### config.mk
export PLATFORM = sky130hd
export DESIGN_NAME = instr_mem_loader_flat
export DESIGN_NICKNAME = d
export VERILOG_FILES = /design/src/rtl/instr_loader_pkg.sv /design/src/rtl/instr_mem_loader_if.sv /design/src/rtl/byte_packer.sv /design/src/rtl/instr_mem_loader.sv /design/src/flat_wrapper.sv
export SDC_FILE = /design/constraint.sdc
export NUM_CORES = 1
export LEC_CHECK = 0
export BUFFER_PORTS_ARGS = -buffer_cell sky130_fd_sc_hd__buf_2
export CORE_UTILIZATION = 30
export DETAILED_ROUTE_END_ITERATION = 6
export MAX_ROUTING_LAYER = met4
export PLACE_DENSITY = 0.64
export SYNTH_ARGS = -nofsm -noshare
export SYNTH_HDL_FRONTEND = slang
export SYNTH_SLANG_ARGS = --single-unit
### constraint.sdc
create_clock -name clk -period 5.8 [get_ports clk]
set_input_delay 0.29 -clock clk [delete_from_list [all_inputs] [get_ports clk]]
set_output_delay 0.29 -clock clk [all_outputs]
set_load 0.005 [all_outputs]
### src/rtl/instr_loader_pkg.sv
// Shared definitions for the instruction-memory loader: FSM encoding and word/strobe constants.
// The verify states exist only when INSTR_LOADER_VERIFY_EN is defined.
package instr_loader_pkg;

  localparam int         WORD_BYTES = 4;
  localparam logic [3:0] WE_ALL     = 4'hF;

  typedef enum logic [2:0] {
    S_IDLE       = 3'd0,
    S_COLLECT    = 3'd1,
    S_WRITE      = 3'd2,
`ifdef INSTR_LOADER_VERIFY_EN
    S_VERIFY_RD  = 3'd3,
    S_VERIFY_CMP = 3'd4,
    S_ERROR      = 3'd6,
`endif
    S_DONE       = 3'd5
  } state_t;

  function automatic logic is_busy(state_t s);
    case (s)
      S_COLLECT, S_WRITE: return 1'b1;
`ifdef INSTR_LOADER_VERIFY_EN
      S_VERIFY_RD, S_VERIFY_CMP: return 1'b1;
`endif
      default: return 1'b0;
    endcase
  endfunction

  // A new load may only be launched from a resting state.
  function automatic logic can_start(state_t s);
    case (s)
      S_IDLE, S_DONE: return 1'b1;
`ifdef INSTR_LOADER_VERIFY_EN
      S_ERROR: return 1'b1;
`endif
      default: return 1'b0;
    endcase
  endfunction

endpackage

### src/rtl/instr_mem_loader_if.sv
// Debug write/read port into the instruction memory.
// master = loader side, slave = memory side.
interface instr_mem_loader_if;
  logic [31:0] A2;
  logic [31:0] WD2;
  logic [3:0]  WE2;
  logic [31:0] RD2;

  modport master (output A2, output WD2, output WE2, input RD2);
  modport slave  (input A2, input WD2, input WE2, output RD2);
endinterface

### src/rtl/byte_packer.sv
// Assembles little-endian bytes into a 32-bit word; word_valid flags the transfer of the last byte.
module byte_packer
  import instr_loader_pkg::*;
(
  input  logic        clk,
  input  logic        rst,
  input  logic        clr,
  input  logic        take,
  input  logic [7:0]  byte_in,
  output logic [31:0] word,
  output logic        word_valid
);

  logic [1:0] cnt;

  assign word_valid = take && (cnt == 2'(WORD_BYTES - 1));

  // Bytes enter at the top and shift down, so byte 0 ends up in [7:0].
  always_ff @(posedge clk or posedge rst) begin
    if (rst) begin
      cnt  <= 2'd0;
      word <= 32'd0;
    end else if (clr) begin
      cnt <= 2'd0;
    end else if (take) begin
      cnt  <= cnt + 2'd1;
      word <= {byte_in, word[31:8]};
    end
  end

endmodule

### src/rtl/instr_mem_loader.sv
// Streams bytes into instruction memory via the debug port, one 32-bit word at a time.
// Define INSTR_LOADER_VERIFY_EN to read back and compare every word after it is written.
module instr_mem_loader
  import instr_loader_pkg::*;
#(
  parameter logic [31:0] BASE_ADDR  = 32'h0000_0000,
  parameter int          WORD_COUNT = 1024
) (
  input  logic                      clk,
  input  logic                      rst,
  input  logic                      start,
  input  logic                      abort,
  input  logic [7:0]                byte_in,
  input  logic                      byte_valid,
  output logic                      byte_ready,
  instr_mem_loader_if.master        dbg,
  output logic                      busy,
  output logic                      done,
  output logic                      error,
  output logic [15:0]               word_idx
);

  localparam logic [15:0] LAST_IDX = 16'(WORD_COUNT - 1);

  state_t      state, state_n;
  logic [31:0] a2_q;
  logic [3:0]  we_q;
  logic [31:0] word;
  logic        word_valid;
  logic        take;
  logic        start_ok;
  logic        last;
  logic        commit;

  assign take     = byte_valid && byte_ready && !abort;
  assign start_ok = start && !abort && can_start(state);
  assign last     = (word_idx == LAST_IDX);

  assign dbg.A2  = a2_q;
  assign dbg.WD2 = word;
  assign dbg.WE2 = we_q;

`ifdef INSTR_LOADER_VERIFY_EN
  logic match;
  assign match  = (dbg.RD2 == word);
  assign commit = !abort && (state == S_VERIFY_CMP) && match;
`else
  logic unused_rd;
  assign unused_rd = ^dbg.RD2;
  assign commit    = !abort && (state == S_WRITE);
  assign error     = 1'b0;
`endif

  byte_packer u_packer (
    .clk        (clk),
    .rst        (rst),
    .clr        (abort || start_ok),
    .take       (take),
    .byte_in    (byte_in),
    .word       (word),
    .word_valid (word_valid)
  );

  always_comb begin
    state_n = state;
    if (abort) begin
      state_n = S_IDLE;
    end else begin
      case (state)
        S_COLLECT: if (word_valid) state_n = S_WRITE;
`ifdef INSTR_LOADER_VERIFY_EN
        S_WRITE:      state_n = S_VERIFY_RD;
        S_VERIFY_RD:  state_n = S_VERIFY_CMP;
        S_VERIFY_CMP: state_n = !match ? S_ERROR : (last ? S_DONE : S_COLLECT);
`else
        S_WRITE:      state_n = last ? S_DONE : S_COLLECT;
`endif
        default: if (start_ok) state_n = S_COLLECT;
      endcase
    end
  end

  // Outputs are registered from the next state so they line up with the state register.
  always_ff @(posedge clk or posedge rst) begin
    if (rst) begin
      state      <= S_IDLE;
      byte_ready <= 1'b0;
      we_q       <= 4'h0;
      a2_q       <= BASE_ADDR;
      busy       <= 1'b0;
      done       <= 1'b0;
      word_idx   <= 16'd0;
`ifdef INSTR_LOADER_VERIFY_EN
      error      <= 1'b0;
`endif
    end else begin
      state      <= state_n;
      byte_ready <= (state_n == S_COLLECT);
      we_q       <= (state_n == S_WRITE) ? WE_ALL : 4'h0;
      busy       <= is_busy(state_n);
      done       <= (state_n == S_DONE);
`ifdef INSTR_LOADER_VERIFY_EN
      error      <= (state_n == S_ERROR);
`endif
      if (start_ok) begin
        word_idx <= 16'd0;
        a2_q     <= BASE_ADDR;
      end else if (commit) begin
        word_idx <= word_idx + 16'd1;
        a2_q     <= a2_q + 32'(WORD_BYTES);
      end
    end
  end

endmodule

### src/flat_wrapper.sv
// flat-port wrapper written by rule: the top's interface ports become plain ports
module instr_mem_loader_flat import instr_loader_pkg::*;
#(
  parameter logic [31:0] BASE_ADDR  = 32'h0000_0000,
  parameter int          WORD_COUNT = 1024
)
  (clk, rst, start, abort, byte_in, byte_valid, byte_ready, busy, done, error, word_idx, dbg_A2, dbg_WD2, dbg_WE2, dbg_RD2);
  instr_mem_loader_if dbg_i ();
  input  logic clk;
  input  logic rst;
  input  logic start;
  input  logic abort;
  input  logic [7:0] byte_in;
  input  logic byte_valid;
  output logic byte_ready;
  output logic busy;
  output logic done;
  output logic error;
  output logic [15:0] word_idx;
  output wire logic [$bits(dbg_i.A2)-1:0] dbg_A2;
  output wire logic [$bits(dbg_i.WD2)-1:0] dbg_WD2;
  output wire logic [$bits(dbg_i.WE2)-1:0] dbg_WE2;
  input wire logic [$bits(dbg_i.RD2)-1:0] dbg_RD2;
  assign dbg_A2 = dbg_i.A2;
  assign dbg_WD2 = dbg_i.WD2;
  assign dbg_WE2 = dbg_i.WE2;
  assign dbg_i.RD2 = dbg_RD2;
  instr_mem_loader #(.BASE_ADDR(BASE_ADDR), .WORD_COUNT(WORD_COUNT)) u_core (.clk(clk), .rst(rst), .start(start), .abort(abort), .byte_in(byte_in), .byte_valid(byte_valid), .byte_ready(byte_ready), .dbg(dbg_i), .busy(busy), .done(done), .error(error), .word_idx(word_idx));
endmodule
# Yosys cells after proc, flatten, opt, wreduce, memory -nomap -nowiden
# Index checks and enable logic that the tools add are counted.
[word_totals]
reg_bits = 92
out_inout_bits = 88
[classes]
add_sub_neg = 3
n_eq_ne = 8
mux = 14
bitwise = 1
n_reduce_logical = 14
[ops]
columns = ["cell", "count"]
rows = [
  ["$mux 32", 2],
  ["$add 32x3->32 const B", 1],
  ["$mux 16", 2],
  ["$add 16x1->16 const B", 1],
  ["$eq 16x10->1 const B", 1],
  ["$mux 3", 4],
  ["$eq 3x1->1 const B", 2],
  ["$eq 3x2->1 const B", 2],
  ["$eq 3x3->1 const B", 2],
  ["$logic_and 1x1->1", 6],
  ["$pmux 3 s2", 1],
  ["$mux 2", 2],
  ["$mux 4", 1],
  ["$reduce_bool 2->1", 2],
  ["$reduce_or 2->1", 2],
  ["$logic_not 3->1", 1],
  ["$add 2x1->2 const B", 1],
  ["$eq 2x2->1 const B", 1],
  ["$mux 1", 2],
  ["$reduce_and 2->1", 1],
  ["$logic_not 1->1", 1],
  ["$logic_or 1x1->1", 1],
  ["$not 1->1", 1],
]

# Depth between registers and ports, before layout
# Gate-level depths: netlist (run 1).
[logic_depth]
ltp_word = 10
ltp_mapped = 7
mapped_depth_nobuf = 6

# Modules after synthesis
# From an unflattened synthesis (run 1), not the netlist that was laid out.
[unflattened]
hier_cells = 373
area_unflattened_um2 = 4200.3
[by_module_without_submodules]
columns = ["mod", "instances", "cells_per_inst", "area_each_um2", "seq_area_each_um2"]
rows = [
  ["instr_mem_loader", 1, 295, 2741.4, 1326.3],
  ["byte_packer", 1, 78, 1458.9, 850.8],
]

# Worst setup path after synthesis (run 1)
# Ideal clock, no wire load.
[synth_path]
kind = "register -> register"
start = "register u_core.a2_q[5] (netlist: u_core.dbg.A2[5])"
end = "register u_core.a2_q[29] (netlist: u_core.dbg.A2[29])"
arrival_ns = 2.102
required_time_ns = 5.722
path_slack_ns = 3.620
stages_incl_launch_ff = 7
n_path_buf = 1
cell_sequence = "dfrtp_1 > nand3_2 > or4b_1 > buf_2 > or3_4 > or4_1 > a21oi_1"
[synth_between]
elab_chain_cells = 3
[synth_lines]
columns = ["element", "line", "text"]
rows = [
  ["from (decl)", "instr_mem_loader.sv:26", "logic [31:0] a2_q;"],
  ["from (signal assigned)", "instr_mem_loader.sv:110", "a2_q <= a2_q + 32'(WORD_BYTES);"],
  ["$add 32x3->32", "instr_mem_loader.sv:110", ""],
  ["$mux 32", "instr_mem_loader.sv:108", "end else if (commit) begin"],
  ["$mux 32", "instr_mem_loader.sv:105", "if (start_ok) begin"],
]
# Every way passes these cells. The select of a mux whose other input is x is not followed.
# A chain may end at the register's enable or synchronous reset.

# Final worst setup path (run 1)
[layout_path]
start = "register u_core.a2_q[2] (netlist: u_core.dbg.A2[2])"
end = "register u_core.a2_q[26] (netlist: u_core.dbg.A2[26])"
# Same word-level chain as after synthesis.

==> results of run 1 <==
-- report_power, final --
group          total [mW]  switching (mW)  internal [mW]
sequential          0.756          0.0578          0.698
combinational       0.230          0.0979          0.132
clock               0.638           0.237          0.401
-- worst max-delay path by stage --
stage,cells after the start,slack (ns),from,end
CTS,6,3.30,u_core.dbg.A2[2]$_DFFE_PP0P_,u_core.dbg.A2[26]$_DFFE_PP0P_
floorplan,1,3.26,rst,u_core.busy$_DFF_PP0_
finish,6,3.39,u_core.dbg.A2[2]$_DFFE_PP0P_,u_core.dbg.A2[26]$_DFFE_PP0P_
global placement,6,3.47,u_core.dbg.A2[2]$_DFFE_PP0P_,u_core.dbg.A2[30]$_DFFE_PP0P_
global route,6,3.08,u_core.dbg.A2[2]$_DFFE_PP0P_,u_core.dbg.A2[26]$_DFFE_PP0P_
detailed placement,6,3.33,u_core.dbg.A2[2]$_DFFE_PP0P_,u_core.dbg.A2[26]$_DFFE_PP0P_
-- state kept, by name, indices dropped and copies added (netlist names) --
| name | flops |
|---|---|
| u_core.u_packer.cnt | 2 |
| u_core.byte_ready | 1 |
| u_core.done | 1 |
| u_core.busy | 1 |
| u_core.dbg.WE2 | 1 |
| u_core.dbg.A2 | 30 |
| u_core.word_idx | 16 |
| u_core.u_packer.word | 32 |
| u_core.state | 3 |
-- worst max-delay path, stage by stage (launching register included) --
cell,delay (ns)
dfrtp_1,0.45
ha_1,0.24
nand4_1,0.13
nor4_1,0.30
nand4bb_1,0.52
or3_1,0.53
a21oi_1,0.16
-- cell type report --
type	instances	area, sq um	share of cell area [%]
Multi-Input combinational cell	251	1710	34.3
Timing Repair Buffer	102	523	10.5
Inverter	6	23.8	0.478
Clock buffer	11	253	5.08
Sequential cell	87	2180	43.7
Tap cell	172	215	4.32
Clock inverter	4	77.6	1.56
-- metrics by stage --
stage	hold slack (ns)	area, sq um	worst slack [ns]	utilization, %	cells
after global routing	0.171	4980	3.08	38.8	633
after detailed placement	0.490	4650	3.33	36.2	618
after CTS	0.155	4980	3.30	38.8	633
final	0.171	4980	3.39	38.8	633
after global placement	0.463	4650	3.47	36.2	618
after floorplan	0.442	4020	3.26	-	369
-- cells by family after synthesis --
family          count (synthesis)  synth area share, %
simple gates                  151                 20.5
flops                          87                 54.3
mux                            35                 9.74
xor+xnor                       33                 7.21
other cells                     1               0.0935
compound gates                 26                 3.65
buf+inv                        31                 3.59
fa+ha+maj                       3                0.936
-- synthesized netlist by cell type, types with 9 or more instances --
library cell	number
clkbuf_1	15
xnor2_1	16
nand2_1	25
nand4_1	11
or3_1	9
mux2_2	32
o21ai_0	10
a21oi_1	11
xor2_1	17
dfrtp_1	87
nor2_1	41
nor3_1	11
nand3_1	12
-- cell usage in the layout, fill, tap and decap left out, types with 3 or more instances in the layout --
master,netlist,routed
nand4_1,11,11
ha_1,3,3
nor2_1,41,41
nand2_1,25,25
mux2i_1,3,3
clkbuf_16,0,9
a21oi_1,11,11
and4_1,7,7
inv_1,6,5
nor4_1,8,8
xor2_1,17,17
o21ai_0,10,10
dfrtp_1,87,87
nand3_1,12,12
conb_1,1,3
buf_4,6,5
or3_1,9,9
nor2b_1,3,3
mux2_2,32,32
xnor2_1,16,16
buf_2,4,97
and3_1,4,4
nor3_1,11,10
-- per-layer routing --
metal | global-route usage (%) | wire [um]
met5 | - | 0
met4 | 7.53 | 165
met3 | 3.68 | 425
met2 | 22.2 | 4290
met1 | 16.9 | 4130
==> results.md, run 1 <==
- Status: complete, no violations
- Syn Area/Cell: 10.9 sq um
- DIE AREA: around 0.014 sq mm
- Initial antenna violation count: 0
- CTS tree: done
- Ys async rst share: between 90% and 100%
- Drt wl/cell: between 10 and 15 um
- Reg2reg start: u_core.dbg.A2[2]$_DFFE_PP0P_
- Layout cells sized above 1: 34.1%
- Filler cells: 1289
- Final Power: about 1.6 mW
- Hold path depth: 2
- Minimum clock period: 2.41 ns
- Setup Total Neg Slack: 0 ns
- Slew HR: 24.6%
- Pwr/cell area: approximately 330 mW/mm^2
- All-Layer GR Usage: ~14%
- Synth top area cells: dfrtp_1 (54%), mux2_2 (9.0%), nor2_1 (3.8%)
- DR vias: 3018
- Number of synthesized flops with an enable pin: 0
- Num Clock Sinks: 87
- CTS Buffer Depth: 2
- Die H: around 120 um
- Synth Register Bits: 87
- RSZ-0062 raised after global routing: false
- Fmax: approximately 0.41 GHz
- Cell area after synthesis: roughly 0.004 sq mm
- I/O pin cnt: between 100 and 150
- DRC: 0
- Seq/Total Area, Yosys: between 50% and 60%
- DRT Pass-1 Iters: 4
- Setup Viol. Count Final: 0
- HPWL after detailed placement: 6040 um
- Cell taking the most area after synthesis: dfrtp_1
- Post-CTS Resized: 0
- HP Start: byte_in[2]
- Layout Area Growth over Synthesis: 24.2%
- Vias in the first global route: around 3000
- Maximum vdd drop: roughly 0.15 mV
- Final WL: about 9000 um
- Vias per Instance: roughly 4.8
- Initial Util: between 30% and 40%
- Clock Latency Late Sink: 0.34 ns
- Setup Buffers After CTS: 0
- CTS root buf: clkbuf_16
- Final Cycle Share: around two fifths
- Fin. Hold Viols: 0
- Crit end category: register
- Critical path type: reg2reg
- FP Rows: approximately 40
- Drt initial violations: 132
- Die width: about 120 um
- Hold Buf Count CTS: 0
- Netlist cell types: 43
- R2R Path End: u_core.dbg.A2[26]$_DFFE_PP0P_
- Worst-path maximum fanout: 15
- Pins Over Slew Limit: 0
- Global-route wire length before repair: 15200 um
- CP Data Arrival Time: 2.67 ns
- Core outline area: about 0.013 sq mm
- Syn. warnings: 0
- Reg-to-reg setup timing slack: approximately 3.4 ns
- Worst Hold Class: in2reg
- Antenna diode count: 0
- Number of port buffers: 97
- Total congestion overflow: 0
- Max Cap Viol: 0
- Clk slew on worst S/H paths: roughly 0.06 ns
- Post-Synthesis Cells: roughly 370
- CTS Buf Count: 9
- Reg2Reg Depth: 6
- Routed Antenna Nets: 0
- Worst Hold Path EP: u_core.u_packer.word[26]$_DFFE_PP0P_
- Slew @ Worst Pin: 1.13 ns
- Critical path data required time: 6.06 ns
- Synth top area share: around 54%
- Placer Congestion: around 0.76
- CP startpoint kind: register
- Top_reg_cell synth: dfrtp_1
- Nets: between 500 and 600
- Leak pwr: between 2 and 2.5 nW
- H-tree levels: 3
- Worst-case clock skew: 0.00683 ns
- Maximum number of pins on one net before global-route repair: 88
Power figures use the tool's default switching activity.
==> run 2, diff against run 1 <==
--- a/config.mk
+++ b/config.mk
@@ -9,7 +9,7 @@
 export CORE_UTILIZATION = 30
 export DETAILED_ROUTE_END_ITERATION = 6
 export MAX_ROUTING_LAYER = met4
-export PLACE_DENSITY = 0.64
+export PLACE_DENSITY = 0.66
 export SYNTH_ARGS = -nofsm -noshare
 export SYNTH_HDL_FRONTEND = slang
 export SYNTH_SLANG_ARGS = --single-unit
==> constraint.sdc (replaced) <==
create_clock -name clk -period 2 [get_ports clk]
set_input_delay 0.1 -clock clk [delete_from_list [all_inputs] [get_ports clk]]
set_output_delay 0.1 -clock clk [all_outputs]
set_load 0.005 [all_outputs]
==> results.md, run 2 (synthesis results as in run 1) <==
- Power share of the clock group: around 38%
- RSZ-0062 raised after global routing: true
- Worst-case clock skew: 0.00629 ns
- Total congestion overflow: 0
- Commonest non-fill, non-tap cell in the layout: buf_2
- Psw: 1.20 mW
- Dpl cell area: approximately 0.0049 sq mm
- Logic pwr share: between 10% and 20%
- Initial antenna violation count: 0
- Drt initial violations: around 110
- Worst-path maximum fanout: 3
- Num Clock Sinks: between 80 and 90
- I/O pin cnt: about 130
- Nets: ~540
- Maximum number of pins on one net before global-route repair: about 90
- DRC: 0
- Number of flip-flops in the largest register: 32
- Global-route wire length before repair: about 16000 um
- CTS tree: done
- Initial Util: a little under a third
- Max Cap Viol: 0
- Placer Congestion: 0.757
- DR vias: ~3200
- Pins Over Slew Limit: 0
- Clock Latency Late Sink: ~0.33 ns
- Layout Area Growth over Synthesis: 33.8%
- Filler cells: between 1000 and 1500
- Seq pwr share: between 40% and 50%
- H-tree levels: 3
- Layout cells sized above 1: 39.1%
- Routed Antenna Nets: 0
- Number of port buffers: 97
- Fin. Hold Viols: 0
- Vias per Instance: ~4.7
- Die width: about 120 um
- Pwr/cell area: 868 mW/mm^2
- Final WL: between 9000 and 10000 um
- CP Data Arrival Time: ~2.3 ns
- Leak pwr: 2.62 nW
- Clk slew on worst S/H paths: approximately 0.070 ns
- Fmax: 0.487 GHz
- CP startpoint kind: register
- Crit end category: register
- Core outline area: 0.0128 sq mm
- DIE AREA: around 0.014 sq mm
- Critical path type: reg2reg
- Net Sw Frac: 25.8%
- Final Cycle Share: 103%
- FP Rows: a little over 40
- Commonest non-fill, non-tap cells in the layout: buf_2 (97), dfrtp_1 (87), nor2_1 (41), mux2_2 (32), buf_4 (31)
- Antenna diode count: 0
- Critical path data required time: 2.27 ns
- Final Power: around 4.7 mW
- Area of all placed cells without fillers: approximately 0.0054 sq mm
- Status: finished with violations
- Setup Viol. Count Final: 2
- Violated checks: setup timing
- Drt wl/cell: between 10 and 15 um
- CTS root buf: clkbuf_16
- HPWL after detailed placement: about 6500 um
- Worst Hold Class: in2reg
- Vias in the first global route: around 3300
- Top reg by flops: u_core.u_packer.word
- Die H: approximately 120 um
- CTS Buf Count: 9
- Minimum clock period: between 2 and 2.5 ns
- Maximum vdd drop: 0.476 mV
- Internal power: between 3 and 4 mW
- DRT Pass-1 Iters: 4
- CTS Buffer Depth: 2
- Final worst slack: -0.0547 ns
- All-Layer GR Usage: between 10 and 15%
[run 2: routing by layer]
| layer | routed length (um) | GRT usage (%) | vias up | share of wire, % |
|---|---|---|---|---|
| met1 | 4220 | 17.9 | 1557 | 45 |
| met4 | 170 | 5.29 | 0 | 1.8 |
| met3 | 412 | 3.49 | 14 | 4.4 |
| met5 | 0 | - | - | 0 |
| met2 | 4580 | 23.1 | 67 | 49 |
| li1 | - | - | 1543 | - |
[run 2: layout make-up]
| class | count | area (sq um) | share of cell area, % |
|---|---|---|---|
| well taps | 172 | 215 | 4.01 |
| flip-flops and latches | 87 | 2180 | 40.6 |
| inverters | 6 | 26.3 | 0.490 |
| multi-input cells | 251 | 1750 | 32.7 |
| clock inverters | 6 | 81.3 | 1.52 |
| repair buffers | 141 | 871 | 16.2 |
| clock buffers | 10 | 239 | 4.46 |
[run 2: stage by stage]
step / TNS [ns] / setup WS, ns / std cells / utilization [%] / hold WS, ns
finish: -0.0650 / -0.0547 / 673 / 41.8 / 0.0741
global route: -0.630 / -0.110 / 673 / 41.8 / 0.0879
CTS: -0.102 / -0.0880 / 671 / 41.4 / 0.00187
detailed placement: -0.286 / -0.0984 / 647 / 38.2 / 0.273
global placement: -0.0737 / -0.0479 / 647 / 38.2 / 0.268
floorplan: -0.303 / -0.167 / 369 / - / 0.252
[run 2: what timing repair did]
action,in CTS,in global routing
pin swaps,3,1
gates resized for setup,2,9
hold buffers,8,1
setup buffers,0,1
hold endpoints to repair,94,1
endpoints found under the setup margin,9,44
gates cloned,0,0
[run 2: worst max-delay path, cell delays in order (launching register included)]
cell,delay [ns]
dfrtp_1,0.37
nand3_2,0.09
or4b_4,0.55
or3_4,0.36
or4_4,0.49
a21oi_2,0.12
[run 2: worst paths after layout]
check | slack [ns] | end | startpoint | cells after the start
min | 0.07 | u_core.dbg.WE2[2]$_DFF_PP0_ | byte_valid | 3
max | -0.05 | u_core.dbg.A2[29]$_DFFE_PP0P_ | u_core.dbg.A2[7]$_DFFE_PP0P_ | 5
min in group asynchronous | 0.43 | u_core.u_packer.word[8]$_DFFE_PP0P_ | rst | 4
max reg2reg | -0.05 | u_core.dbg.A2[29]$_DFFE_PP0P_ | u_core.dbg.A2[7]$_DFFE_PP0P_ | 5
min reg2reg | 0.49 | u_core.dbg.A2[31]$_DFFE_PP0P_ | u_core.dbg.A2[31]$_DFFE_PP0P_ | 1
max in group asynchronous | 1.21 | u_core.dbg.A2[17]$_DFFE_PP0P_ | rst | 4
[run 2: power by group through the flow]
stage | Combinational, mW | Clock [mW] | Sequential, mW
finish | 0.709 | 1.75 | 2.19
detailed placement | 0.701 | 0 | 2.23
CTS | 0.717 | 1.80 | 2.20
floorplan | 0.317 | 0 | 2.23
global route | 0.773 | 1.87 | 2.24
global placement | 0.686 | 0 | 2.21
